`config.mk`:
```
export PLATFORM = sky130hd
export DESIGN_NAME = mio_ram_arbiter_flat
export DESIGN_NICKNAME = d
export VERILOG_FILES = /design/src/rtl/mio_ram_arbiter_if.sv /design/src/rtl/mio_ram_arbiter.sv /design/src/flat_wrapper.sv
export SDC_FILE = /design/constraint.sdc
export NUM_CORES = 1
export LEC_CHECK = 0
export ABC_AREA = 1
export ABC_CLOCK_PERIOD_IN_PS = 1200
export CELL_PAD_IN_SITES_DETAIL_PLACEMENT = 1
export CELL_PAD_IN_SITES_GLOBAL_PLACEMENT = 1
export CORE_MARGIN = 8
export CORE_UTILIZATION = 35
export CTS_CLUSTER_DIAMETER = 60
export DETAILED_ROUTE_END_ITERATION = 10
export DONT_BUFFER_PORTS = 1
export PLACE_DENSITY_LB_ADDON = 0.1
export SLEW_MARGIN = 20
export SYNTH_ARGS = -nofsm -noshare
export SYNTH_HDL_FRONTEND = slang
export SYNTH_SLANG_ARGS = --single-unit
```
`constraint.sdc`:
```
create_clock -name clk -period 1.2 [get_ports clk]
set_input_delay 0.36 -clock clk [delete_from_list [all_inputs] [get_ports clk]]
set_output_delay 0.36 -clock clk [all_outputs]
set_load 0.03 [all_outputs]
```
`src/rtl/mio_ram_arbiter_if.sv`:
```
// Bus bundle between the two RAM masters, the arbiter and the shared RAM.
// Ports: m0_*/m1_* master request/ack channels, ram_* RAM port, busy/gnt_id status.
interface mio_ram_arbiter_if #(
    parameter int AW = 6,
    parameter int DW = 32
);
    logic          m0_req;
    logic          m0_we;
    logic [AW-1:0] m0_addr;
    logic [DW-1:0] m0_wdata;
    logic          m0_ack;
    logic [DW-1:0] m0_rdata;

    logic          m1_req;
    logic          m1_we;
    logic [AW-1:0] m1_addr;
    logic [DW-1:0] m1_wdata;
    logic          m1_ack;
    logic [DW-1:0] m1_rdata;

    logic          ram_we;
    logic [AW-1:0] ram_a;
    logic [DW-1:0] ram_d;
    logic [DW-1:0] ram_q;

    logic          busy;
    logic          gnt_id;

    modport slave (
        input  m0_req, m0_we, m0_addr, m0_wdata,
        output m0_ack, m0_rdata,
        input  m1_req, m1_we, m1_addr, m1_wdata,
        output m1_ack, m1_rdata,
        output ram_we, ram_a, ram_d,
        input  ram_q,
        output busy, gnt_id
    );

    modport master (
        output m0_req, m0_we, m0_addr, m0_wdata,
        input  m0_ack, m0_rdata,
        output m1_req, m1_we, m1_addr, m1_wdata,
        input  m1_ack, m1_rdata,
        input  ram_we, ram_a, ram_d,
        output ram_q,
        input  busy, gnt_id
    );
endinterface

```
`src/rtl/mio_ram_arbiter.sv`:
```
// Round-robin two-master arbiter/sequencer for the shared single-port data RAM.
// Ports: clk, clrn (async active-low), bus (slave modport: masters, RAM port, status).
module mio_ram_arbiter #(
    parameter int AW     = 6,
    parameter int DW     = 32,
    parameter int RD_LAT = 1
) (
    input  logic                 clk,
    input  logic                 clrn,
    mio_ram_arbiter_if.slave     bus
);

    typedef enum logic [1:0] {
        IDLE,
        ACCESS,
        ACK
    } state_t;

    localparam logic [1:0] LAT = 2'(RD_LAT);

    state_t     state_q;
    logic [1:0] cnt_q;
    logic       rr_last_q;

    logic       any_req;
    logic       win;

    // On a tie the master that was not served last wins.
    always_comb begin
        any_req = bus.m0_req | bus.m1_req;
        win     = 1'b0;
        unique case (1'b1)
            bus.m0_req & bus.m1_req:  win = ~rr_last_q;
            bus.m1_req & ~bus.m0_req: win = 1'b1;
            default:                  win = 1'b0;
        endcase
    end

    always_ff @(posedge clk or negedge clrn) begin
        if (!clrn) begin
            state_q      <= IDLE;
            cnt_q        <= '0;
            rr_last_q    <= 1'b1;
            bus.m0_ack   <= 1'b0;
            bus.m1_ack   <= 1'b0;
            bus.m0_rdata <= '0;
            bus.m1_rdata <= '0;
            bus.ram_we   <= 1'b0;
            bus.ram_a    <= '0;
            bus.ram_d    <= '0;
            bus.busy     <= 1'b0;
            bus.gnt_id   <= 1'b0;
        end else begin
            bus.m0_ack <= 1'b0;
            bus.m1_ack <= 1'b0;
            unique case (state_q)
                IDLE: begin
                    if (any_req) begin
                        bus.gnt_id <= win;
                        bus.ram_we <= win ? bus.m1_we    : bus.m0_we;
                        bus.ram_a  <= win ? bus.m1_addr  : bus.m0_addr;
                        bus.ram_d  <= win ? bus.m1_wdata : bus.m0_wdata;
                        cnt_q      <= LAT;
                        bus.busy   <= 1'b1;
                        state_q    <= ACCESS;
                    end
                end
                ACCESS: begin
                    // Write strobe lives only in the first access cycle.
                    bus.ram_we <= 1'b0;
                    cnt_q      <= cnt_q - 2'd1;
                    if (cnt_q == 2'd1) begin
                        if (bus.gnt_id) begin
                            bus.m1_rdata <= bus.ram_q;
                            bus.m1_ack   <= 1'b1;
                        end else begin
                            bus.m0_rdata <= bus.ram_q;
                            bus.m0_ack   <= 1'b1;
                        end
                        state_q <= ACK;
                    end
                end
                ACK: begin
                    rr_last_q <= bus.gnt_id;
                    bus.busy  <= 1'b0;
                    state_q   <= IDLE;
                end
                default: begin
                    state_q <= IDLE;
                end
            endcase
        end
    end

endmodule
```
`src/flat_wrapper.sv`:
```
// flat-port wrapper written by rule: the top's interface ports become plain ports
module mio_ram_arbiter_flat 
#(
    parameter int AW     = 6,
    parameter int DW     = 32,
    parameter int RD_LAT = 1
)
  (clk, clrn, bus_m0_req, bus_m0_we, bus_m0_addr, bus_m0_wdata, bus_m0_ack, bus_m0_rdata, bus_m1_req, bus_m1_we, bus_m1_addr, bus_m1_wdata, bus_m1_ack, bus_m1_rdata, bus_ram_we, bus_ram_a, bus_ram_d, bus_ram_q, bus_busy, bus_gnt_id);
  mio_ram_arbiter_if #(.AW(AW), .DW(DW)) bus_i ();
  input  logic clk;
  input  logic clrn;
  input wire logic [$bits(bus_i.m0_req)-1:0] bus_m0_req;
  input wire logic [$bits(bus_i.m0_we)-1:0] bus_m0_we;
  input wire logic [$bits(bus_i.m0_addr)-1:0] bus_m0_addr;
  input wire logic [$bits(bus_i.m0_wdata)-1:0] bus_m0_wdata;
  output wire logic [$bits(bus_i.m0_ack)-1:0] bus_m0_ack;
  output wire logic [$bits(bus_i.m0_rdata)-1:0] bus_m0_rdata;
  input wire logic [$bits(bus_i.m1_req)-1:0] bus_m1_req;
  input wire logic [$bits(bus_i.m1_we)-1:0] bus_m1_we;
  input wire logic [$bits(bus_i.m1_addr)-1:0] bus_m1_addr;
  input wire logic [$bits(bus_i.m1_wdata)-1:0] bus_m1_wdata;
  output wire logic [$bits(bus_i.m1_ack)-1:0] bus_m1_ack;
  output wire logic [$bits(bus_i.m1_rdata)-1:0] bus_m1_rdata;
  output wire logic [$bits(bus_i.ram_we)-1:0] bus_ram_we;
  output wire logic [$bits(bus_i.ram_a)-1:0] bus_ram_a;
  output wire logic [$bits(bus_i.ram_d)-1:0] bus_ram_d;
  input wire logic [$bits(bus_i.ram_q)-1:0] bus_ram_q;
  output wire logic [$bits(bus_i.busy)-1:0] bus_busy;
  output wire logic [$bits(bus_i.gnt_id)-1:0] bus_gnt_id;
  assign bus_i.m0_req = bus_m0_req;
  assign bus_i.m0_we = bus_m0_we;
  assign bus_i.m0_addr = bus_m0_addr;
  assign bus_i.m0_wdata = bus_m0_wdata;
  assign bus_m0_ack = bus_i.m0_ack;
  assign bus_m0_rdata = bus_i.m0_rdata;
  assign bus_i.m1_req = bus_m1_req;
  assign bus_i.m1_we = bus_m1_we;
  assign bus_i.m1_addr = bus_m1_addr;
  assign bus_i.m1_wdata = bus_m1_wdata;
  assign bus_m1_ack = bus_i.m1_ack;
  assign bus_m1_rdata = bus_i.m1_rdata;
  assign bus_ram_we = bus_i.ram_we;
  assign bus_ram_a = bus_i.ram_a;
  assign bus_ram_d = bus_i.ram_d;
  assign bus_i.ram_q = bus_ram_q;
  assign bus_busy = bus_i.busy;
  assign bus_gnt_id = bus_i.gnt_id;
  mio_ram_arbiter #(.AW(AW), .DW(DW), .RD_LAT(RD_LAT)) u_core (.clk(clk), .clrn(clrn), .bus(bus_i));
endmodule
```
==> metrics.md <==
| Metric | Value |
|---|---|
| Fin crit share | `116.7%` |
| Crit. Startpoint | `u_core.cnt_q[1]` |
| Relative slew slack | `83.91%` |
| Leak pwr | `0.003785 uW` |
| Diode count | `0` |
| Worst Tran Pin Value | `0.2413 ns` |
| Skew final | `0.009822 ns` |
| Die ar. | `~19000 sq um` |
| Clk sinks | `112` |
| Share of layout cells above drive strength 1 | `between 60 and 70%` |
| Unrepaired setup endpoints after global routing | `yes` |
| Initial DRC count | `219` |
| Worst Reg2Reg Path Length in Cells | `8` |
| Number of global-route vias before repair | `4800` |
| Area post-placement | `5398 sq um` |
| Largest net degree at the start of global routing | `113` |
| Die Ht | `137.6 microns` |
| Initial Util | `a little over a third` |
| Required @ worst endpoint | `about 1.4 ns` |
| Adder-cell share of the synthesized area | `0.2417%` |
| Synth Area per Inst | `8.349 sq um` |
| Max VDD drop | `0.9529 mV` |
| Mux contribution to synthesized area | `0%` |
| Critical path peak fanout | `6` |
| Non-filler cells, final | `roughly 850` |
| R2r endpoint | `u_core.bus.m1_rdata[2]` |
| First-pass GRT wire length | `28590 microns` |
| CP Launch Type | `flip-flop` |
| CTS tree | `built` |
| Overall die width | `137.6 microns` |
| CTS H-tree depth | `3` |
| Total track usage | `~20%` |
| Yosys top cell by area | `dfrtp_1` |
| Yosys top cell area share | `53.66%` |
| Routability cong. | `0.7126` |
| Final #Nets | `about 780` |
| Max-Cap Viols | `0` |
| DRC | `0` |
| Switching share of total power | `about half` |
| Count of final setup violators | `171` |
| Reg power frac | `47.8%` |
| CORE AREA | `about 14000 sq um` |
| Placed insts | `789` |
| Reg clk slew, reported paths | `0.08 ns` |
| Largest family of logic cells by synthesized area | `simple AND/OR/NAND/NOR gates` |
| Mapped Area | `5176 sq um` |
| Internal | `around 12000 uW` |
| Combinational Power Share | `40.1%` |
| Reg2Reg Launch Point | `u_core.cnt_q[1]` |
| Crit end category | `flip-flop` |
| Fin area | `7704 sq um` |
| DR WL/cell | `23.61 microns` |
| Compound-Gate Fraction of Synth Area | `8.049%` |
| Synthesized flop and latch total | `112` |
| Tightest Hold Check Type | `in -> async` |
| Via count | `4361` |
| Post-Route WL | `20120 microns` |
| GR Overflow Total | `0` |
| Pwr dens | `3161 nW/um^2` |
| Cells after Synth | `620` |
| Post-Synth Simple-Gate Area | `24.00%` |
| # IOs | `221` |
| Hold Violations, Final | `112` |
| CTS buffer count | `9` |
| Sequential share of the synthesized area | `54.17%` |
| Hold_ws | `-0.3020 ns` |
| Port bufs | `0` |
| Synth area leaders | `dfrtp_1, nand2_1, inv_1` |
| Via-per-instance ratio | `between 5 and 6` |
| Hpwl dp | `roughly 11000 microns` |
| Initial antenna violation count | `0` |
| Routed Antenna Nets | `0` |
| Pins Over Slew Limit | `0` |
| Clock Tree Root | `clkbuf_16` |
| Layout Area Growth over Synthesis | `48.83%` |
| Synth warn | `0` |
| WS Path Type | `reg -> reg` |
| Unique cell type count in the Yosys netlist | `21` |
| Syn nets | `735` |
| Final min period | `approximately 1.4 ns` |
| Failing checks | `negative hold slack, negative setup slack` |
| Clock Power Share | `12.1%` |
| PnR worst setup slack | `-0.2009 ns` |
| Outcome | `complete, but fails checks` |
| CP arrival | `1.64 ns` |
| Skew-Pair Late Insertion Delay | `0.35 ns` |
| Fmax | `713.8 MHz` |
| Switching power | `11900 uW` |
| R2R Setup Slk | `-0.20 ns` |
| Post-synthesis xor/xnor area fraction | `0%` |
| DRT Pass-1 Iters | `4` |
| Row cnt | `44` |
| CTS max path bufs | `2` |
-- layout make-up --
class | count | area [sq um]
fill | 1541 | 6775
inverter | 120 | 452.9
clock buffer | 10 | 229.0
timing repair buffer | 67 | 1237
tap | 184 | 230.2
multi-input combinational | 353 | 2564
clock inverter | 6 | 52.55
sequential | 112 | 2938
-- state kept, by name, indices dropped and copies added, names as in the netlist --
| register | cells |
|---|---|
| u_core.bus.busy | 1 |
| u_core.bus.gnt_id | 1 |
| u_core.bus.m0_ack | 1 |
| u_core.bus.m0_rdata | 32 |
| u_core.bus.m1_ack | 1 |
| u_core.bus.m1_rdata | 32 |
| u_core.bus.ram_a | 6 |
| u_core.bus.ram_d | 32 |
| u_core.bus.ram_we | 1 |
| u_core.cnt_q | 2 |
| u_core.rr_last_q | 1 |
| u_core.state_q | 2 |
-- power groups by stage --
stage | Combinational (uW) | Sequential, uW | Clock (uW)
after floorplan | 3800 | 10300 | 0
after global placement | 4610 | 10900 | 0
after detailed placement | 4900 | 11000 | 0
after CTS | 8030 | 11400 | 3040
after global routing | 10500 | 11900 | 3190
final | 9760 | 11600 | 2950
-- cell usage after synthesis, drive strengths merged --
cell    number
ha           1
nand4        1
dfstp        1
inv        120
o21ai       66
buf         29
clkbuf       6
dfrtp      111
nand3       81
nand2      198
nor2         6
-- placed cells by master (no fill, tap or decap), drive strengths merged --
| master | synthesis | final |
|---|---|---|
| inv | 120 | 122 |
| nand4 | 1 | 1 |
| nand3 | 81 | 81 |
| clkbuf | 6 | 18 |
| o21ai | 66 | 66 |
| nor2 | 6 | 6 |
| dfstp | 1 | 1 |
| ha | 1 | 1 |
| dfrtp | 111 | 111 |
| clkinvlp | 0 | 1 |
| buf | 29 | 59 |
| nand2 | 198 | 198 |
| clkinv | 0 | 3 |
-- layer usage --
metal / track usage [%] / part of all wire (%) / vias to the layer above
met5: 0 / 0 / -
met4: 6.337 / 1.7 / 0
met3: 7.257 / 8.6 / 24
met2: 34.69 / 52 / 160
met1: 22.13 / 38 / 2186
li1: - / - / 1991
-- cell families after synthesis --
kind of cell,Yosys count
adder cells (fa/ha/maj),1
AND/OR/NAND/NOR,286
AO/OA/AOI/OAI,66
buffers and inverters,155
flip-flops,112
-- worst max-delay path by stage --
stage	to	slack, ns	cells after the start
global route	u_core.bus.m1_rdata[26]	-0.26	8
detailed placement	u_core.bus.m0_rdata[13]	-0.21	7
global placement	u_core.bus.m1_rdata[4]	-0.17	6
floorplan	u_core.bus.m0_rdata[10]	-0.05	9
finish	u_core.bus.m1_rdata[2]	-0.20	8
CTS	u_core.bus.m0_rdata[26]	-0.16	9
-- per-stage QoR --
| step | TNS, ns | utilization (%) | setup slack (ns) | power [uW] |
|---|---|---|---|---|
| CTS | -13.14 | 48.21 | -0.1595 | 22520 |
| detailed placement | -12.20 | 37.28 | -0.2063 | 15850 |
| global route | -23.14 | 53.21 | -0.2565 | 25640 |
| floorplan | -1.477 | - | -0.05179 | 14070 |
| global placement | -10.20 | 37.28 | -0.1738 | 15550 |
| finish | -15.19 | 53.21 | -0.2009 | 24350 |
-- what timing repair did --
| action | CTS | global route |
|---|---|---|
| resized for setup | 252 | 155 |
| endpoints found under the hold margin | 112 | 112 |
| endpoints found under the setup margin | 210 | 217 |
| buffers inserted | 20 | 4 |
| gates cloned | 20 | 9 |
| pin swaps | 32 | 63 |
-- critical path, cell delays in order, from the launching register on --
cell	delay, ns
dfrtp_1	0.40
inv_2	0.08
ha_4	0.15
nand4_1	0.09
buf_6	0.15
clkbuf_16	0.16
buf_12	0.14
nand2_2	0.06
o21ai_2	0.05
Note: power is estimated with default switching activity, not from simulation.
